--- src/rtl/ring_sched_pkg.sv ---
// Shared types and helpers for the ring buffer read scheduler.
// Optional urgent path for queue 0 is enabled with RING_SCHED_URGENT_EN.
package ring_sched_pkg;

    typedef enum logic {
        IDLE  = 1'b0,
        BURST = 1'b1
    } sched_state_t;

    // Upper bound on queues the round-robin helper can search.
    localparam int MAX_Q  = 32;
    localparam int MAX_QW = 5;

    typedef struct packed {
        logic              found;
        logic [MAX_QW-1:0] idx;
    } rr_pick_t;

    function automatic int sel_width(input int n);
        return (n > 1) ? $clog2(n) : 1;
    endfunction

    // First set bit of mask searching circularly from start over num_q entries.
    function automatic rr_pick_t first_set_rr(input logic [MAX_Q-1:0] mask,
                                              input int num_q,
                                              input int start);
        rr_pick_t pick;
        int       j;
        pick = '0;
        j    = 0;
        for (int i = 0; i < MAX_Q; i++) begin
            if (!pick.found && (i < num_q)) begin
                j = start + i;
                if (j >= num_q) begin
                    j = j - num_q;
                end
                if (mask[j[MAX_QW-1:0]]) begin
                    pick.found = 1'b1;
                    pick.idx   = j[MAX_QW-1:0];
                end
            end
        end
        return pick;
    endfunction

endpackage

--- src/rtl/ring_sched_lat_pipe.sv ---
// RD_LAT-deep delay line carrying (read issued, queue index) to the data-return side.
// Cleared synchronously so in-flight returns are dropped on reset.
module ring_sched_lat_pipe
    import ring_sched_pkg::*;
#(
    parameter int RD_LAT = 1,
    parameter int SEL_W  = 2
) (
    input  logic             clock,
    input  logic             reset,
    input  logic             in_vld,
    input  logic [SEL_W-1:0] in_sel,
    output logic             out_vld,
    output logic [SEL_W-1:0] out_sel
);

    logic [RD_LAT-1:0] vld_q;
    logic [SEL_W-1:0]  sel_q [RD_LAT];

    always_ff @(posedge clock) begin
        if (reset) begin
            vld_q <= '0;
            for (int i = 0; i < RD_LAT; i++) begin
                sel_q[i] <= '0;
            end
        end else begin
            vld_q[0] <= in_vld;
            sel_q[0] <= in_sel;
            for (int i = 1; i < RD_LAT; i++) begin
                vld_q[i] <= vld_q[i-1];
                sel_q[i] <= sel_q[i-1];
            end
        end
    end

    assign out_vld = vld_q[RD_LAT-1];
    assign out_sel = sel_q[RD_LAT-1];

endmodule

--- src/rtl/ring_buff_rd_sched.sv ---
// Round-robin read scheduler draining NUM_Q ring buffers into one consumer port.
// Define RING_SCHED_URGENT_EN to add the I_Urgent priority grant for queue 0.
module ring_buff_rd_sched
    import ring_sched_pkg::*;
#(
    parameter int NUM_Q     = 4,
    parameter int BURST_LEN = 4,
    parameter int RD_LAT    = 1,
    localparam int SEL_W    = sel_width(NUM_Q)
) (
    input  logic             clock,
    input  logic             reset,
    input  logic [NUM_Q-1:0] I_Empty,
    input  logic             I_Rdy,
`ifdef RING_SCHED_URGENT_EN
    input  logic             I_Urgent,
`endif
    output logic [NUM_Q-1:0] O_Re,
    output logic [SEL_W-1:0] O_Sel,
    output logic             O_Vld,
    output logic [SEL_W-1:0] O_VSel,
    output logic             O_Busy
);

    localparam int CNT_W = (BURST_LEN > 1) ? $clog2(BURST_LEN) : 1;
    localparam logic [CNT_W-1:0] CNT_LAST = CNT_W'(BURST_LEN - 1);
    localparam logic [SEL_W-1:0] SEL_LAST = SEL_W'(NUM_Q - 1);

    sched_state_t     state, state_nxt;
    logic [SEL_W-1:0] r_cur, r_cur_nxt;
    logic [SEL_W-1:0] r_last, r_last_nxt;
    logic [CNT_W-1:0] cnt, cnt_nxt;
    logic             urg_q, urg_nxt;

    logic [MAX_Q-1:0] avail;
    int               start;
    rr_pick_t         pick;
    logic             cur_empty;
    logic             rd;
    logic             urgent_hit;

`ifdef RING_SCHED_URGENT_EN
    assign urgent_hit = I_Urgent & ~I_Empty[0];
`else
    assign urgent_hit = 1'b0;
`endif

    always_ff @(posedge clock) begin
        if (reset) begin
            state  <= IDLE;
            r_cur  <= '0;
            r_last <= SEL_LAST;
            cnt    <= '0;
            urg_q  <= 1'b0;
        end else begin
            state  <= state_nxt;
            r_cur  <= r_cur_nxt;
            r_last <= r_last_nxt;
            cnt    <= cnt_nxt;
            urg_q  <= urg_nxt;
        end
    end

    always_comb begin
        avail      = MAX_Q'(~I_Empty);
        start      = (r_last == SEL_LAST) ? 0 : int'(r_last) + 1;
        pick       = first_set_rr(avail, NUM_Q, start);
        cur_empty  = I_Empty[r_cur];
        rd         = (state == BURST) & I_Rdy & ~cur_empty;
        O_Re       = rd ? (NUM_Q'(1) << r_cur) : '0;

        state_nxt  = state;
        r_cur_nxt  = r_cur;
        r_last_nxt = r_last;
        cnt_nxt    = cnt;
        urg_nxt    = urg_q;

        case (state)
            IDLE: begin
                // The grant is registered; the first read follows next cycle.
                if (urgent_hit) begin
                    r_cur_nxt = '0;
                    cnt_nxt   = '0;
                    urg_nxt   = 1'b1;
                    state_nxt = BURST;
                end else if (pick.found) begin
                    r_cur_nxt = SEL_W'(pick.idx);
                    cnt_nxt   = '0;
                    urg_nxt   = 1'b0;
                    state_nxt = BURST;
                end
            end
            BURST: begin
                if (cur_empty || (rd && (cnt == CNT_LAST))) begin
                    state_nxt = IDLE;
                    // An urgent grant leaves the rotation point untouched.
                    if (!urg_q) begin
                        r_last_nxt = r_cur;
                    end
                end else if (rd) begin
                    cnt_nxt = cnt + 1'b1;
                end
            end
            default: state_nxt = IDLE;
        endcase
    end

    assign O_Sel  = r_cur;
    assign O_Busy = (state == BURST);

    ring_sched_lat_pipe #(
        .RD_LAT (RD_LAT),
        .SEL_W  (SEL_W)
    ) u_lat_pipe (
        .clock   (clock),
        .reset   (reset),
        .in_vld  (|O_Re),
        .in_sel  (r_cur),
        .out_vld (O_Vld),
        .out_sel (O_VSel)
    );

endmodule
--- config.mk ---
export PLATFORM = sky130hd
export DESIGN_NAME = ring_buff_rd_sched
export DESIGN_NICKNAME = d
export VERILOG_FILES = /design/src/rtl/ring_sched_pkg.sv /design/src/rtl/ring_sched_lat_pipe.sv /design/src/rtl/ring_buff_rd_sched.sv
export SDC_FILE = /design/constraint.sdc
export NUM_CORES = 1
export LEC_CHECK = 0
export BUFFER_PORTS_ARGS = -buffer_cell sky130_fd_sc_hd__buf_4
export CORE_MARGIN = 2
export CORE_UTILIZATION = 45
export CTS_CLUSTER_DIAMETER = 120
export DETAILED_ROUTE_END_ITERATION = 7
export PLACE_DENSITY = 0.7
export SLEW_MARGIN = 20
export SYNTH_ARGS = -nofsm -noshare
export SYNTH_HDL_FRONTEND = slang
export SYNTH_SLANG_ARGS = --single-unit
--- constraint.sdc ---
create_clock -name clock -period 2.3 [get_ports clock]
set_input_delay 0.345 -clock clock [delete_from_list [all_inputs] [get_ports clock]]
set_output_delay 0.345 -clock clock [all_outputs]
set_load 0.02 [all_outputs]
; ---- Yosys cells after proc, flatten, opt, wreduce, memory -nomap -nowiden
; Memory sizes are Yosys's and may differ from the RTL's.
; Cells that the tools add are included.
[classes]
div_mod_pow = 0
n_reduce_logical = 7
addsub = 9
n_bitwise = 5
eq_ne = 5
n_mul = 0
n_mux = 38
shift = 1
order_cmp = 9
[op_table]
columns = cell, count
row1 = 6-bit two-way mux, 7
row2 = 5-bit two-way mux, 7
row3 = 4-bit NOT with 32-bit output, 1
row4 = 5-bit by 6-bit less-than comparator with 1-bit output (second input constant), 4
row5 = 1-bit binary-select mux with 5-bit select, 4
row6 = 4-bit by 3-bit subtractor with 5-bit output (second input constant), 3
row7 = 4-bit by 3-bit greater-or-equal comparator with 1-bit output (second input constant), 3
row8 = 1-bit two-way mux, 11
row9 = 3-bit by 2-bit adder with 4-bit output (second input constant), 2
row10 = 2-bit two-way mux, 4
row11 = 3-bit by 1-bit adder with 4-bit output (second input constant), 1
row12 = 2-bit equality test (second input constant), 2
row13 = 4-bit two-way mux, 1
row14 = 2-bit inequality test (second input constant), 2
row15 = 2-bit case mux with 2 select lines, 1
row16 = 2-bit AND reduction, 2
row17 = 4-bit OR reduction, 1
row18 = 1-bit by 2-bit left shift with 4-bit output (first input constant), 1
row19 = 3-bit by 3-bit subtractor with 4-bit output (second input constant), 1
row20 = 2-bit by 1-bit adder with 3-bit output (second input constant), 1
row21 = 3-bit greater-or-equal comparator (second input constant), 1
row22 = 2-bit by 3-bit less-than comparator with 1-bit output (second input constant), 1
row23 = 3-bit two-way mux, 1
row24 = 3-bit AND reduction, 1
row25 = 9 further kinds, 11
[word_totals]
rom_bits = 0
output_inout_bits = 10
n_memories = 1
mem_bits_rw = 2
latchBits = 0
register_bits = 8
[memory_table]
columns = name, depth, word_bits, read_ports, rd_ports_with_merged_regs, write_ports, line_no
row1 = u_lat_pipe.sel_q, 1, 2, 1, 0, 1, ring_sched_lat_pipe.sv:18  ; logic [SEL_W-1:0] sel_q [RD_LAT];

; ---- Depth between registers and ports, before layout
[logic_depth]
ltp_word = 24
depth_mapped = 7
mapped_depth_nobuf = 6

; ---- Modules after synthesis
; A second synthesis with hierarchy kept.
[hier_totals]
hier_cells = 82
area_unflattened_um2 = 691.9
[by_module_without_submodules]
columns = mod, n_inst, area_per_inst_um2, cells_per_inst
row1 = ring_buff_rd_sched, 1, 613.1, 76
row2 = ring_sched_lat_pipe, 1, 78.8, 6

; ---- Worst setup path before layout
; No wires, ideal clock.
[synth_path]
path_type = register -> register
from = register r_cur[0] (netlist: O_Sel[0])
to = register cnt[0]
path_slack_ns = 0.483
setup_time_ns = 0.067
required_time_ns = 2.233
t_arrival_ns = 1.749
stages_incl_launch_ff = 5
path_cell_list = dfxtp_1 > mux4_2 > or3_1 > or2_1 > a21oi_2
[synth_via]
elab_chain_cells = 8
[synth_rtl]
columns = item, line_no
row1 = from (decl), ring_buff_rd_sched.sv:30  ; logic [SEL_W-1:0] r_cur, r_cur_nxt;
row2 = from (signal assigned), ring_buff_rd_sched.sv:57  ; r_cur <= r_cur_nxt;
row3 = 1-bit binary-select mux with 2-bit select *, ring_buff_rd_sched.sv:68  ; cur_empty = I_Empty[r_cur];
row4 = 1-bit two-way mux (not written as such) *, ring_buff_rd_sched.sv:68
row5 = 1-bit NOT, ring_buff_rd_sched.sv:69  ; rd = (state == BURST) & I_Rdy & ~cur_empty;
row6 = 1-bit AND, ring_buff_rd_sched.sv:69
row7 = 1-bit logical AND, ring_buff_rd_sched.sv:94  ; if (cur_empty || (rd && (cnt == CNT_LAST))) begin
row8 = 1-bit logical OR, ring_buff_rd_sched.sv:94
row9 = 2-bit inequality test (no source line), --
row10 = 3-bit AND reduction (no source line) *, --
row11 = to (signal assigned), ring_buff_rd_sched.sv:59  ; cnt <= cnt_nxt;
row12 = to (decl), ring_buff_rd_sched.sv:32  ; logic [CNT_W-1:0] cnt, cnt_nxt;
; Mark *: on every way between the ends. The rest lies on a longest branch, timed or not. The select of a mux whose other input is x is not followed.
; A chain may end at the register's enable or synchronous reset.

; ---- Worst setup path after layout
[layout_path]
from = register r_cur[0] (netlist: O_Sel[0])
to = register r_last[1]
[layout_via]
elab_chain_cells = 7
[layout_rtl]
columns = item, line_no
row1 = 1-bit binary-select mux with 2-bit select *, ring_buff_rd_sched.sv:68
row2 = 1-bit two-way mux (not written as such) *, ring_buff_rd_sched.sv:68
row3 = 1-bit NOT, ring_buff_rd_sched.sv:69
row4 = 1-bit AND, ring_buff_rd_sched.sv:69
row5 = 1-bit logical AND, ring_buff_rd_sched.sv:94
row6 = 1-bit logical OR *, ring_buff_rd_sched.sv:94
row7 = 2-bit AND reduction (no source line) *, --
row8 = to (signal assigned), ring_buff_rd_sched.sv:58  ; r_last <= r_last_nxt;
row9 = to (decl), ring_buff_rd_sched.sv:31  ; logic [SEL_W-1:0] r_last, r_last_nxt;
; Marks and branches as above.

==> flow_summary.ini <==
[floorplan]
rows = 13
start_util_pct = 49.1
io_pins = 17
core_um2 = 1330
die_area_um2 = 1780
die_x_um = 42.1
fp.dieH_um = 42.1

[sta]
fin_crit_sh_pct = 80.1
slew_headroom_pct = 67.1
fin_crit_ns = 1.84
setup_viol = 0
worst_pin_slew_ns = 0.492
timing.fmax_ghz = 0.543
final.setup.tns_ns = 0
hold_viol_final = 0
grt_setup_unrepaired = no
slew_violations = 0
finClkSkew_ns = 0.00544

[cts]
root_buffer = clkbuf_4
insertion_delay_ns = 0.26
post-cts-setup-buffers = 0
path_clk_slew_ns = 0.07
cts_tree = done
hold_buffers = 0
cts_resized = 0
cts.path.max_buffers = 2
htreeDepth = 1
cts_num_sinks = 10
cts_buffers = 3

[worst_setup_path]
cp.required_ns = 2.45
cpMaxStageDelayCell = mux4_2
arrival_ns = 1.99
critical_path.endpoint = r_last[1]
crit_chain = mux4_2 -> o21ai_1 -> nor2_1 -> a211o_1
start_kind = flop
r2r-end = r_last[1]
cp.depth = 4
critPathBufInv = 0
endpoint_kind = flop
reg2reg_slack_ns = 0.46
crit_path_start = O_Sel[0]
critPathKind = reg -> reg
worstPathMaxFanout = 7
critPathTopFamily = compound AO/OA/AOI/OAI gates
slowest_delay_ns = 0.58
r2r-start = O_Sel[0]
r2r_cells = 4

[synthesis]
synth_top_family_by_area = simple AND/OR/NAND/NOR gates
synth_area_um2 = 654
synth_top_cell_area_share_pct = 30.6
yosysSeqAreaShare_pct = 30.6
synth-compound-area-share_pct = 24.1
yosys.area_share.simple_pct = 27.5
synth_mux_area_share_pct = 3.44
postSynthAreaPerCell_um2 = 7.98
ys_warn_count = 0
yosysTopAreaCell = dfxtp_1
synth_xor_area_share_pct = 0
synth-seq-cells = 10
synth_cell_types = 33
syn-instance-count = 82
synth_nets = 92
synthAdderAreaFrac_pct = 5.74
ys_top_cells_by_area = dfxtp_1 (31%), ha_1 (5.7%), nor3_1 (5.4%)

[finish]
final_common_cell = buf_4
diodes = 0
drive_gt1_share_pct = 22.4
num-nets-final = 109
fillCellCount = 128
syn_to_final_growth_pct = 22.2
layout_common_cells = buf_4 (16), dfxtp_1 (10), inv_1 (7), nor3_1 (7), nor2_1 (6)

[grt]
grt_first_pass_wirelength_um = 2600
antenna_found_initial = 0
first_global_vias = 572
grt_max_degree = 12
grt_util_all_layers_pct = 19.1
overflow = 0

[flow_run]
cap_violations = 0

[drt]
drt_iter0_markers = 10
drt-total-wl_um = 1470
wl_per_cell_um = 13.0
routed_via_density = 5.84
drc_errors = 0
drtPass1Iterations = 4
antenna_left = 0
vias = 660

[placed_design]
post-dp-hpwl_um = 1120
gp_congestion = 0.809
placement.io_buffers = 16

[pwr]
leakagePower_nw = 0.358
peakVddDrop_mv = 0.550
power_density_nw_per_um2 = 697
p_total_uw = 557

[worst_hold_path]
hold_path.class = in -> reg

[run_status]
status = complete, no violations
[cell type report]
class	count	area, um2	share of cell area, %
sequential	10	200	25.0
clock buffer	4	36.3	4.54
timing repair buffer	16	120	15.0
tap	15	18.8	2.35
inverter	7	26.3	3.29
multi-input combinational	61	398	49.8
[through the flow]
stage                     setup WS (ns)  cell area [um2]  cells  utilization (%)  hold WS (ns)
after floorplan                   0.483              654     82                -         0.428
after global placement            0.530              763    109             57.2         0.463
after detailed placement          0.469              763    109             57.2         0.475
after CTS                         0.455              800    113             59.9         0.325
after global routing              0.366              800    113             59.9         0.324
final                             0.458              800    113             59.9         0.334
[state kept, by name (all words and copies together), names as in the netlist]
signal and count:
u_lat_pipe.sel_q 2, O_Sel 2, cnt 2, u_lat_pipe.out_vld 1, O_Busy 1, r_last 2
[worst min path at each step]
stage,slack (ns),from,endpoint,cells after the start
after global placement,0.46,cnt[1],cnt[1],2
final,0.33,reset,cnt[0],2
after detailed placement,0.47,cnt[1],cnt[1],2
after floorplan,0.43,reset,u_lat_pipe.sel_q[0][0],1
after global routing,0.32,reset,cnt[0],2
after CTS,0.33,reset,cnt[0],2
[power by group]
group / switching (mW) / internal (mW) / total, mW
clock: 0.0590 / 0.0960 / 0.155
sequential: 0.0247 / 0.193 / 0.218
combinational: 0.105 / 0.0790 / 0.184
total: 0.189 / 0.368 / 0.557
[cell families after synthesis]
logic type,count (synthesis)
multiplexers,1
adder cells (fa/ha/maj),3
flip-flops,10
AND/OR/NAND/NOR,34
buffers and inverters,11
AO/OA/AOI/OAI,23
[synthesized netlist by cell type, drive strengths merged]
master / n
buf: 2
a32oi: 2
nor2b: 2
o22ai: 1
a31oi: 1
ha: 3
nor4bb: 1
nor2: 6
mux4: 1
a211o: 1
nor3: 7
a21oi: 5
nor4: 2
o211ai: 1
a21o: 3
or3: 1
or2: 1
o22a: 1
a311oi: 1
clkbuf: 2
or3b: 1
o2bb2ai: 1
and4: 1
nand2: 5
nand3: 5
a221oi: 1
nand3b: 1
inv: 7
dfxtp: 10
and2: 1
o21ai: 5
[routing by layer]
metal	wire (um)	vias up	track usage [%]	part of all wire (%)
met4	6	0	3.75	0.41
li1	-	340	-	-
met5	0	-	0	0
met2	670	16	28.4	46
met3	108	2	6.47	7.4
met1	683	302	27.1	46
(Power assumes the default switching activity.)
